$ cat src/rtl/mem_arbiter.sv
// -----------------------------------------------------------------------------
// mem_arbiter
//   Arbitrates the single-port unified instruction/data memory between the
//   instruction fetch path (F) and the load/store path (D) of the multi-cycle
//   core. Each access takes IDLE -> ACCESS -> DONE. The read word is captured
//   into the owner's rdata register, and the owner's done pulse is raised for
//   the DONE cycle.
//
// Parameters
//   WIDTH           address / data width in bits
//   FIXED_PRIORITY  0 = round-robin on simultaneous requests, 1 = D always wins
//
// Ports
//   clk             system clock, rising edge
//   reset           asynchronous active-low reset
//   f_req           fetch request, held until f_done
//   f_address       fetch byte address
//   f_rdata         fetched word (registered)
//   f_done          one-cycle pulse, f_rdata valid
//   d_req           data request, held until d_done
//   d_address       data byte address
//   d_write_data    store data
//   d_write         1 = store, 0 = load
//   d_rdata         load result (registered)
//   d_done          one-cycle pulse, data access complete
//   busy            high whenever the FSM is not IDLE
//   mem_address     memory address (zero outside ACCESS)
//   mem_write_data  memory write data (zero outside ACCESS)
//   mem_write       memory write strobe (only ever high in ACCESS)
//   mem_read_data   combinational memory read of mem_address
// -----------------------------------------------------------------------------
module mem_arbiter #(
    parameter int WIDTH          = 32,
    parameter bit FIXED_PRIORITY = 1'b0
) (
    input  logic             clk,
    input  logic             reset,
    input  logic             f_req,
    input  logic [WIDTH-1:0] f_address,
    output logic [WIDTH-1:0] f_rdata,
    output logic             f_done,
    input  logic             d_req,
    input  logic [WIDTH-1:0] d_address,
    input  logic [WIDTH-1:0] d_write_data,
    input  logic             d_write,
    output logic [WIDTH-1:0] d_rdata,
    output logic             d_done,
    output logic             busy,
    output logic [WIDTH-1:0] mem_address,
    output logic [WIDTH-1:0] mem_write_data,
    output logic             mem_write,
    input  logic [WIDTH-1:0] mem_read_data
);

    typedef enum logic [1:0] {
        ST_IDLE   = 2'd0,
        ST_ACCESS = 2'd1,
        ST_DONE   = 2'd2
    } state_t;

    // Owner / last-grant encoding: 0 = F, 1 = D.
    localparam logic OWNER_F = 1'b0;
    localparam logic OWNER_D = 1'b1;

    state_t           state_r;
    state_t           state_next_s;
    logic             owner_r;
    logic             last_grant_r;
    logic             grant_d_s;
    logic             any_req_s;
    logic [WIDTH-1:0] f_rdata_r;
    logic [WIDTH-1:0] d_rdata_r;
    logic             f_done_r;
    logic             d_done_r;

    assign any_req_s = f_req | d_req;

    // Grant decision for the IDLE cycle; only used when a request is present.
    always_comb begin
        grant_d_s = OWNER_F;
        if (f_req && d_req) begin
            if (FIXED_PRIORITY) begin
                grant_d_s = OWNER_D;
            end else begin
                // Round-robin: the requester that was not granted last wins.
                grant_d_s = (last_grant_r == OWNER_F) ? OWNER_D : OWNER_F;
            end
        end else if (d_req) begin
            grant_d_s = OWNER_D;
        end else begin
            grant_d_s = OWNER_F;
        end
    end

    // FSM state register.
    always_ff @(posedge clk or negedge reset) begin
        if (!reset) begin
            state_r <= ST_IDLE;
        end else begin
            state_r <= state_next_s;
        end
    end

    // FSM next-state logic.
    always_comb begin
        state_next_s = ST_IDLE;
        case (state_r)
            ST_IDLE: begin
                if (any_req_s) begin
                    state_next_s = ST_ACCESS;
                end else begin
                    state_next_s = ST_IDLE;
                end
            end
            ST_ACCESS: state_next_s = ST_DONE;
            ST_DONE:   state_next_s = ST_IDLE;
            default:   state_next_s = ST_IDLE;
        endcase
    end

    // FSM outputs: memory port is driven only while ACCESS is active, so an
    // asynchronous reset drops mem_write immediately.
    always_comb begin
        mem_address    = {WIDTH{1'b0}};
        mem_write_data = {WIDTH{1'b0}};
        mem_write      = 1'b0;
        case (state_r)
            ST_ACCESS: begin
                mem_write_data = d_write_data;
                if (owner_r == OWNER_D) begin
                    mem_address = d_address;
                    mem_write   = d_write;
                end else begin
                    mem_address = f_address;
                    mem_write   = 1'b0;
                end
            end
            default: begin
                mem_address    = {WIDTH{1'b0}};
                mem_write_data = {WIDTH{1'b0}};
                mem_write      = 1'b0;
            end
        endcase
    end

    // Arbitration bookkeeping: owner and last_grant latch on the IDLE sampling edge.
    always_ff @(posedge clk or negedge reset) begin
        if (!reset) begin
            owner_r      <= OWNER_F;
            last_grant_r <= OWNER_D;
        end else if ((state_r == ST_IDLE) && any_req_s) begin
            owner_r      <= grant_d_s;
            last_grant_r <= grant_d_s;
        end else begin
            owner_r      <= owner_r;
            last_grant_r <= last_grant_r;
        end
    end

    // Read-data capture and done pulses: the closing edge of ACCESS loads the
    // owner's rdata (a store sees the pre-write word) and raises its done for
    // exactly the DONE cycle. rdata is not cleared by done.
    always_ff @(posedge clk or negedge reset) begin
        if (!reset) begin
            f_rdata_r <= {WIDTH{1'b0}};
            d_rdata_r <= {WIDTH{1'b0}};
            f_done_r  <= 1'b0;
            d_done_r  <= 1'b0;
        end else if (state_r == ST_ACCESS) begin
            if (owner_r == OWNER_D) begin
                d_rdata_r <= mem_read_data;
                d_done_r  <= 1'b1;
                f_done_r  <= 1'b0;
            end else begin
                f_rdata_r <= mem_read_data;
                f_done_r  <= 1'b1;
                d_done_r  <= 1'b0;
            end
        end else begin
            f_done_r <= 1'b0;
            d_done_r <= 1'b0;
        end
    end

    assign f_rdata = f_rdata_r;
    assign d_rdata = d_rdata_r;
    assign f_done  = f_done_r;
    assign d_done  = d_done_r;
    assign busy    = (state_r != ST_IDLE);

endmodule

$ cat config.mk
export PLATFORM = sky130hd
export DESIGN_NAME = mem_arbiter
export DESIGN_NICKNAME = d
export VERILOG_FILES = /design/src/rtl/mem_arbiter.sv
export SDC_FILE = /design/constraint.sdc
export NUM_CORES = 1
export LEC_CHECK = 0
export ABC_AREA = 1
export CAP_MARGIN = 40
export CORE_MARGIN = 4
export CORE_UTILIZATION = 38
export CTS_BUF_LIST = sky130_fd_sc_hd__clkbuf_4
export DETAILED_ROUTE_END_ITERATION = 10
export PLACE_DENSITY = 0.95
export RECOVER_POWER = 25
export SLEW_MARGIN = 20
export SYNTH_ARGS = -nofsm -noshare
export SYNTH_HDL_FRONTEND = slang
export SYNTH_SLANG_ARGS = --single-unit
$ cat constraint.sdc
create_clock -name clk -period 2 [get_ports clk]
set_clock_uncertainty 0.2 [all_clocks]
set_input_delay 0.3 -clock clk [delete_from_list [all_inputs] [get_ports clk]]
set_output_delay 0.3 -clock clk [all_outputs]
set_load 0.1 [all_outputs]
==> reports/qor.txt <==
# fillers - 136
Total global routing overflow - 0
Drt via density - 6.56
Aggregate routed wire length - 29100 um
Worst Path Arrival - 2.04 ns
Register area - 0.00176 mm^2
Fin. Hold Viols - 0
Syn Inst Count - 479
Worst slew pin tran - 1.15 ns
Fin crit share - 1.27
Critical path class - flop to primary output
Htree depth - 3
Multi-input gate area - 0.00199 mm^2
Vias in the first global route - 5772
First-pass GRT wire length - 38000 um
Post-place setup slack - 0.0946 ns
Router iterations before antenna repair - 7
GPL Wtd Cong - 0.890
Failing checks - setup timing
Final #Nets - 883
Antenna Nets Post-Route - 0
Starting Density - 0.396
CTS root buffer - clkbuf_4
Pins over their slew limit - 0
Die area - 0.0108 mm^2
Port bufs - 264
I/O pin cnt - 265
Detailed Route Iter0 Violations - 935
Largest net degree at the start of global routing - 66
Clock sink count - 70
# setup viols final - 66
DP HPWL - 15300 um
Clk_lat worst skew - 0.44 ns
Netlist cell types - 14
Final Critical Period - 2.54 ns
Wire length on met3 - 3490 um
Placement Rows - 34
Avg Cell Area, Syn - 7.32 um^2
Sequential share of the synthesized area - 0.500
Worst r2r path cells - 6
Share of post-route cells with drive strength above 1 - 0.334
Hold path cells - 3
Status - finished, violations left
Setup ws final - -0.538 ns
Routed WL per cell - 33.6 um
DR DRC count - 0
Met2 wire len - 13300 um
Syn_nets - 612
Clock tree buffer depth - 2
Ys Warns - 0
Max-cap viol count - 0
Fmax - 0.394 GHz
Initial antenna violation count - 2
Critical path peak fanout - 9
Die Span Y - 104 um
Mapped Area - 0.00350 mm^2
CTS tree - built
Area of the core - 0.00885 mm^2
Post-route insts no fill - 865
Total number of vias - 5675
Hold crit path type - input port to flop
WP data required - 1.50 ns
DRT met1 WL - 8360 um
Clk pin slew, worst setup/hold paths - 0.12 ns
CP startpoint kind - flop
GRT Util Overall - 0.468
Die X - 104 um
Max_slew headroom - 0.232
RSZ-0062 raised after global routing - yes
Placed cells - 832
Critical Path End Type - primary output
Area Overhead vs Synth - 145%
Max Used Layer - met4
Synth Register Bits - 70
CTS buffer count - 9
registers in the layout, indices dropped and copies added, names as in the netlist:
register	cells
d_rdata	32
f_rdata	32
state_r	2
d_done	1
f_done	1
last_grant_r	1
owner_r	1
what timing repair did:
action                                  in CTS  in global routing
hold buffers                                 1                  0
gates resized for setup                     23                  7
cloned                                       4                  1
endpoints found under the setup margin      65                120
pin swaps                                    3                  1
buffers inserted                             8                  1
endpoints found under the hold margin       20                  0
worst max-delay path, cell delays in order, from the launching register on:
cell and delay, ns:
dfrtp_2 0.49, nor2_4 0.26, inv_8 0.12, buf_16 0.18, nor2_2 0.31, buf_12 0.23
routing by layer:
layer	vias up	track usage
met5	-	0
met4	0	0.398
met3	323	0.138
met2	755	0.817
met1	2574	0.448
li1	2023	-
cells by family (layout without fill, tap and decap cells):
logic type / after synthesis / after routing / synth area share
AO/OA/AOI/OAI: 32 / 32 / 0.0457
buffers and inverters: 76 / 352 / 0.104
flip-flops: 70 / 70 / 0.500
other: 0 / 2 / 0
AND/OR/NAND/NOR: 301 / 301 / 0.350
final timing paths:
path | startpoint | end | slack (ns)
worst min register to register | last_grant_r | last_grant_r | 0.36
worst max-delay path | state_r[1] | mem_write_data[31] | -0.54
worst min-delay path | mem_read_data[9] | d_rdata[9] | 0.28
min in group asynchronous | reset | d_rdata[16] | 0.38
max in group asynchronous | reset | f_rdata[17] | 0.04
worst max register to register | state_r[1] | d_rdata[17] | 0.07
cells in the mapped netlist:
library cell	n	area, um^2
nand3_2	1	10.0
buf_6	6	67.6
clkbuf_1	1	3.75
dfrtp_1	69	1730
buf_2	25	125
nor2_4	1	11.3
nand3_1	66	330
a21oi_1	32	160
nand2_1	199	747
dfstp_2	1	26.3
inv_2	2	7.51
inv_1	41	154
buf_4	1	7.51
nor2_1	34	128
cell usage in the layout, fill, tap and decap left out:
cell type | netlist | layout
a21oi_2 | 0 | 1
a21oi_4 | 0 | 31
buf_12 | 0 | 134
buf_16 | 0 | 4
buf_4 | 1 | 15
buf_6 | 6 | 2
bufbuf_16 | 0 | 2
bufinv_16 | 0 | 2
clkbuf_1 | 1 | 1
clkbuf_16 | 0 | 1
clkbuf_4 | 0 | 12
clkdlybuf4s50_1 | 0 | 131
clkinv_4 | 0 | 2
clkinvlp_4 | 0 | 1
dfrtp_1 | 69 | 66
dfrtp_2 | 0 | 3
dfstp_2 | 1 | 1
diode_2 | 0 | 2
dlygate4sd3_1 | 0 | 1
inv_1 | 41 | 40
inv_2 | 2 | 2
inv_6 | 0 | 1
inv_8 | 0 | 1
nand2_1 | 199 | 197
nand2_2 | 0 | 2
nand3_1 | 66 | 66
nand3_4 | 0 | 1
nor2_1 | 34 | 1
nor2_2 | 0 | 1
nor2_4 | 1 | 33
metrics by stage:
stage / hold slack (ns) / setup TNS (ns) / cell area [um^2] / utilization
CTS: 0.161 / -10.23 / 8550 / 0.966
global placement: 0.0886 / 0 / 8090 / 0.914
floorplan: -0.196 / -2.55 / 4030 / -
finish: 0.278 / -22.03 / 8590 / 0.970
global route: 0.260 / -26.44 / 8590 / 0.970
detailed placement: 0.0983 / 0 / 8090 / 0.914
area by class of cell:
type | count | area share
Antenna cell | 2 | 0.000583
Clock buffer | 10 | 0.00874
Clock inverter | 6 | 0.0109
Inverter | 43 | 0.0197
Multi-Input combinational cell | 333 | 0.232
Sequential cell | 70 | 0.205
Tap cell | 108 | 0.0157
Timing Repair Buffer | 293 | 0.508
Power is left out: the tool's default activity adds up to more than one toggle a clock period on the data nets, which glitch-free logic cannot reach.
